**src/rtl/memory_bank_io.sv**
```systemverilog
// memory_bank_io: small word-addressed memory with a memory-mapped input register (synchronised
// button levels plus sticky rising-edge flags) and an output register (LEDs), all threaded onto
// a single serial scan chain.
//
// Ports:
//   clk           - clock, all state updates on the rising edge
//   rst           - synchronous active-low reset, wins over scan and writes
//   address       - word address: RAM, then IN_ADDR, then OUT_ADDR, rest unmapped
//   data_in       - write data
//   write_enable  - functional write strobe (ignored while scan_enable=1)
//   data_out      - combinational read data (zero for unmapped addresses)
//   scan_enable   - scan shift mode
//   scan_in       - serial chain input (enters RAM[0] MSB)
//   scan_out      - serial chain output (output register bit 0)
//   in_pins       - asynchronous external inputs
//   out_port      - output register
//   irq           - OR of all edge flags
module memory_bank_io #(
  parameter int unsigned ADDR_WIDTH = 5,
  parameter int unsigned DATA_WIDTH = 8,
  parameter int unsigned MEM_SIZE   = 28,
  parameter int unsigned IN_WIDTH   = 4,
  parameter int unsigned OUT_WIDTH  = 8
) (
  input  logic                  clk,
  input  logic                  rst,
  input  logic [ADDR_WIDTH-1:0] address,
  input  logic [DATA_WIDTH-1:0] data_in,
  input  logic                  write_enable,
  output logic [DATA_WIDTH-1:0] data_out,
  input  logic                  scan_enable,
  input  logic                  scan_in,
  output logic                  scan_out,
  input  logic [IN_WIDTH-1:0]   in_pins,
  output logic [OUT_WIDTH-1:0]  out_port,
  output logic                  irq
);

  localparam logic [ADDR_WIDTH-1:0] IN_ADDR  = ADDR_WIDTH'(MEM_SIZE);
  localparam logic [ADDR_WIDTH-1:0] OUT_ADDR = ADDR_WIDTH'(MEM_SIZE + 1);

  logic [DATA_WIDTH-1:0] ram_q [MEM_SIZE];
  logic [IN_WIDTH-1:0]   sync1_q, level_q, prev_q;
  logic [IN_WIDTH-1:0]   flag_q, flag_d;
  logic [OUT_WIDTH-1:0]  out_q, out_d;

  logic                  func_we;
  logic                  ram_we;
  logic [IN_WIDTH-1:0]   rise;
  logic [IN_WIDTH-1:0]   clr;

  assign func_we = write_enable & ~scan_enable;
  assign ram_we  = func_we && (address < IN_ADDR);
  assign rise    = level_q & ~prev_q;
  assign clr     = (func_we && (address == IN_ADDR)) ? data_in[IN_WIDTH +: IN_WIDTH] : '0;

  // Synchroniser and edge-detect history keep running in scan mode, so a rising edge seen
  // while scanning is consumed by prev and never reaches a flag.
  always_ff @(posedge clk) begin
    if (!rst) begin
      sync1_q <= '0;
      level_q <= '0;
      prev_q  <= '0;
    end else begin
      sync1_q <= in_pins;
      level_q <= sync1_q;
      prev_q  <= level_q;
    end
  end

  // RAM: scan shifts MSB-in, bit 0 of each word feeds the MSB of the next word.
  always_ff @(posedge clk) begin
    if (!rst) begin
      for (int i = 0; i < MEM_SIZE; i++) ram_q[i] <= '0;
    end else if (scan_enable) begin
      ram_q[0] <= {scan_in, ram_q[0][DATA_WIDTH-1:1]};
      for (int i = 1; i < MEM_SIZE; i++) begin
        ram_q[i] <= {ram_q[i-1][0], ram_q[i][DATA_WIDTH-1:1]};
      end
    end else if (ram_we) begin
      ram_q[address] <= data_in;
    end
  end

  always_comb begin
    flag_d = flag_q;
    out_d  = out_q;
    if (scan_enable) begin
      flag_d = IN_WIDTH'({ram_q[MEM_SIZE-1][0], flag_q} >> 1);
      out_d  = OUT_WIDTH'({flag_q[0], out_q} >> 1);
    end else begin
      // Set is applied after clear so a coincident edge keeps the flag.
      flag_d = (flag_q & ~clr) | rise;
      if (func_we && (address == OUT_ADDR)) begin
        out_d = data_in[OUT_WIDTH-1:0];
      end
    end
  end

  always_ff @(posedge clk) begin
    if (!rst) begin
      flag_q <= '0;
      out_q  <= '0;
    end else begin
      flag_q <= flag_d;
      out_q  <= out_d;
    end
  end

  always_comb begin
    data_out = '0;
    if (address < IN_ADDR) begin
      data_out = ram_q[address];
    end else if (address == IN_ADDR) begin
      data_out = DATA_WIDTH'({flag_q, level_q});
    end else if (address == OUT_ADDR) begin
      data_out = DATA_WIDTH'(out_q);
    end
  end

  assign out_port = out_q;
  assign irq      = |flag_q;
  assign scan_out = out_q[0];

endmodule

```
**config.mk**
```make
export PLATFORM = sky130hd
export DESIGN_NAME = memory_bank_io
export DESIGN_NICKNAME = d
export VERILOG_FILES = /design/src/rtl/memory_bank_io.sv
export SDC_FILE = /design/constraint.sdc
export NUM_CORES = 1
export LEC_CHECK = 0
export CORE_MARGIN = 3
export CORE_UTILIZATION = 35
export CTS_CLUSTER_SIZE = 25
export DETAILED_ROUTE_END_ITERATION = 8
export DONT_BUFFER_PORTS = 1
export PLACE_DENSITY_LB_ADDON = 0.08
export SETUP_SLACK_MARGIN = 0.5
export SYNTH_ARGS = -nofsm -noshare
export SYNTH_HDL_FRONTEND = slang
export SYNTH_SLANG_ARGS = --single-unit
```
**constraint.sdc**
```tcl
create_clock -name clk -period 2.7 [get_ports clk]
set_input_delay 0.135 -clock clk [delete_from_list [all_inputs] [get_ports clk]]
set_output_delay 0.135 -clock clk [all_outputs]
set_load 0.01 [all_outputs]
```
## Word level (Yosys, flattened, before mapping)

Memory sizes are Yosys's and may differ from the RTL's.
Cells that the tools add are included.

| storage, ports and cells | value |
|---|---|
| flip-flop bits (word level) | 24 |
| RAM bits | 224 |
| input port bits | 22 |
| output and inout port bits | 18 |
| word-level logic and storage cells | 96 |
| memories | 1 |

Memories:

| name | depth | bits a word | rd ports | clocked after memory_dff | wr ports | RTL line | RTL |
|---|---|---|---|---|---|---|---|
| ram_q | 28 | 8 | 29 | 0 | 28 | 42 | `logic [DATA_WIDTH-1:0] ram_q [MEM_SIZE];` |

| operators by class | value |
|---|---|
| magnitude comparators | 1 |
| eq/ne operators | 2 |
| multiplexer cells | 46 |
| bitwise gates (word level) | 35 |
| reduce and logical (&&, ||, !) cells | 6 |

Operator list:

| cell | count |
|---|---|
| 8-bit two-way mux | 34 |
| 1-bit bitwise OR | 28 |
| 5-bit equality test, second input constant | 2 |
| 1-bit two-way mux | 9 |
| 4-bit bitwise AND | 2 |
| 4-bit two-way mux | 2 |
| 4-bit NOT | 2 |
| 8-bit OR reduction | 1 |
| 5-bit < comparator, second input constant | 1 |
| 5-bit two-way mux | 1 |
| 4-bit bitwise OR | 1 |
| 4-bit OR reduction | 1 |
| 1-bit logical AND | 3 |
| 2-bit nonzero test | 1 |
| 1-bit bitwise AND | 1 |
| 1-bit NOT | 1 |

## Logic depth before layout (Yosys ltp)

| logic depth | value |
|---|---|
| depth in word-level cells | 9 |
| mapped depth | 8 |
| gate-level depth less buffers | 4 |

## Least setup slack after synthesis

Ideal clock, no wire load.

| timing path | value |
|---|---|
| path kind | input to register |
| start | input address[0] |
| end | memory ram_q[12][0] (enable) |
| setup time | 0.384 ns |
| data arrival time | 1.566 ns |
| data required time | 2.316 ns |
| setup slack | 0.750 ns |
| cell stages on the path | 5 |
| path buffers | 3 |
| path through | buf_6 > buf_4 > or2_1 > buf_2 > o21ai_0 |

RTL lines:

| what | RTL line | RTL |
|---|---|---|
| from (decl) | 27 | `input logic [ADDR_WIDTH-1:0] address,` |
| to (decl) | 42 |  |

==> out/metrics.cfg <==
[cts]
clkTransAtPathRegs_ns=0.06
cts_sinks=248
h-tree-depth=1
clock_latency_ns=0.57
tritoncts=built
clk_path_buf_depth=3
clock-root-buffer=clkbuf_16
cts_buffers=30

[floorplanning]
die_y_um=196
die_width_um=196
rows=69
die_area_um2=38500
core_area_um2=35700
start_util_pct=35.5
io_pins=40

[min_path]
holdPathEnd=out_port[3]$_SDFFE_PN0P_
min_path_type=in -> reg
whs_path_depth=2
min_from=rst

[synthesis]
synth_top_area_share_pct=53.1
synth_edf_count=224
synth-seq-cells=248
yosysWarnings=0
yosysUniqueCellTypes=51
yosys.area.top_type=edfxtp_1
synth.avg_cell_area_um2=12.5
syn_nets=1033
seq_area_frac_synth_pct=56.9
netlist_instances=1011
ys.flop_type=edfxtp_1
postSynth.asyncResetShare_pct=0
synthesis.area_um2=12700
ys_top_cells_by_area=edfxtp_1 (53%), a22o_1 (11%), mux4_2 (9.1%)

[global_route]
grt_overflow=0
antenna_found_initial=0
grt_start_max_net_pins=102
grt_pass1_wl_mm=60.3
grt_pass1_vias=8663
track_usage_pct=20.8

[detailed_routing]
drt-total-wl_mm=40.8
drc=0
viasPerCell=5.86
drt_iter0_markers=727
firstDrtPassIters=5
vias=8806
ant_nets=0
wl_per_cell_um=27.1

[cells_and_area]
area_delta_synth_final_pct=14.4
nNetsFinal=1041
fillers=3370
final_area_um2=14500
drive_gt1_share_pct=18.1
num_antenna_cells=0

[worst_setup_path]
cp.arrival_ns=2.21
r2r_start=out_port[6]$_SDFFE_PN0P_
worst_setup_path_start_kind=flop
critPathRequiredTime_ns=2.57
critPathMaxFanout=2
worst_setup_path_end_kind=primary output
rr_worst_depth=4
crit_type=reg -> out
rrSetupSlack_ns=1.35
critPathLaunch=ram_q[25][2]$_DFFE_PP_
r2r-end=out_port[5]$_SDFFE_PN0P_

[timing]
setup_viol=0
setup_ws_ns=0.358
slew_viol_final=0
rsz0062_at_grt=true
finalHoldViolations=0
clock.fmax_mhz=427
relSlewSlack_pct=44.3
setup_tns_ns=0
fin_crit_ns=2.34
fin_skew_ns=0.0200
fin_crit_sh_pct=86.7
worstMarginPinSlew_ns=0.833

[power]
ir_drop_mv=0.457
leakage_nw=5.15
power_mw=9.31
p_per_area_nw_per_um2=643

[placed_design]
gp_congestion=0.818
place_ws_ns=0.764
place_area_um2=13100
dp.final_hpwl_mm=25.3
io_buffers=0

[flow_run]
cap_violations=0

[outcome]
outcome=complete, no violations

report_power, final:
group          total (mW)  internal, mW  switching, mW
clock network        3.76          2.14           1.62
registers            4.66          4.47          0.181
logic               0.901         0.385          0.516
cells in the mapped netlist (10+ instances only):
cell type  instances
o21ai_1           13
nand2_1          167
nand3_1           11
buf_2             21
nand2b_1          14
a22o_1           153
nor2_2            16
inv_1             10
mux2i_1           12
a21oi_1           12
o21ai_0           91
clkbuf_1          52
nor2b_1           11
dfxtp_1           24
and2_1            14
mux4_2            51
edfxtp_1         224
sequential cells by signal, summed over array words and instances (netlist names):
register and cells:
out_port 8, sync1_q 4, ram_q 224, flag_q 4, prev_q 4, level_q 4
cells by family (layout without fill, tap and decap cells):
group / after synthesis / in the layout / synth area share, %
simple gates: 271 / 271 / 10.3
flops: 248 / 248 / 56.9
compound gates: 319 / 319 / 18.5
mux: 67 / 67 / 10.4
buf+inv: 106 / 138 / 3.98
worst max-delay path, cell delays in order, from the launching register on:
cell,delay [ns]
edfxtp_1,0.43
mux4_2,0.52
a32oi_1,0.18
o31a_1,0.31
o221ai_2,0.21
worst max path at each step:
stage               slack (ns)                endpoint
floorplan                 0.75  ram_q[12][0]$_DFFE_PP_
global placement          0.79  ram_q[18][3]$_DFFE_PP_
detailed placement        0.76             data_out[6]
CTS                       0.33             data_out[6]
global route              0.31             data_out[2]
finish                    0.36             data_out[2]
timing repair:
| item | in CTS | in global routing |
|---|---|---|
| resized for setup | 12 | 4 |
| hold buffers | 29 | 0 |
| endpoints found under the setup margin | 8 | 8 |
| pin swaps | 4 | 1 |
| endpoints found under the hold margin | 248 | 0 |
| setup buffers | 4 | 3 |
placed cells by master (no fill, tap or decap), types with 10 or more instances in the layout:
cell and count:
mux2i_1 11, nand2_1 167, nand2b_1 14, a22o_1 153
nor2b_1 10, nor2_2 16, buf_4 42, clkbuf_1 12
clkbuf_16 30, edfxtp_1 224, and2_1 13, mux4_2 51
o21ai_1 13, dlygate4sd3_1 20, nand3_1 11, o21ai_0 91
dfxtp_1 24, inv_1 10
through the flow:
| step | hold slack [ns] | instances | utilization, % |
|---|---|---|---|
| 2_1_floorplan | 0.262 | 1011 | - |
| 3_3_place_gp | 0.268 | 1412 | 36.6 |
| 3_5_place_dp | 0.267 | 1412 | 36.6 |
| 4_1_cts | 0.00682 | 1501 | 40.5 |
| 5_1_grt | 0.0534 | 1504 | 40.6 |
| 6_report | 0.0457 | 1504 | 40.6 |
routing by layer:
metal  GRT usage [%]  share of wire (%)  vias up
met5               0                  0        -
met4            4.07                1.9        0
met3            3.28                5.6       47
met2            32.8                 46      244
met1            30.7                 46     4539
li1                -                  -     3976
layout make-up:
cell class / count / area [um^2] / share of cell area, %
clock buffers: 42 / 796 / 5.49
clock inverters: 14 / 97.6 / 0.674
inverters: 10 / 37.5 / 0.259
multi-input cells: 657 / 5050 / 34.9
flip-flops and latches: 248 / 7210 / 49.7
well taps: 461 / 577 / 3.98
repair buffers: 72 / 723 / 4.99
(Power assumes the default switching activity.)
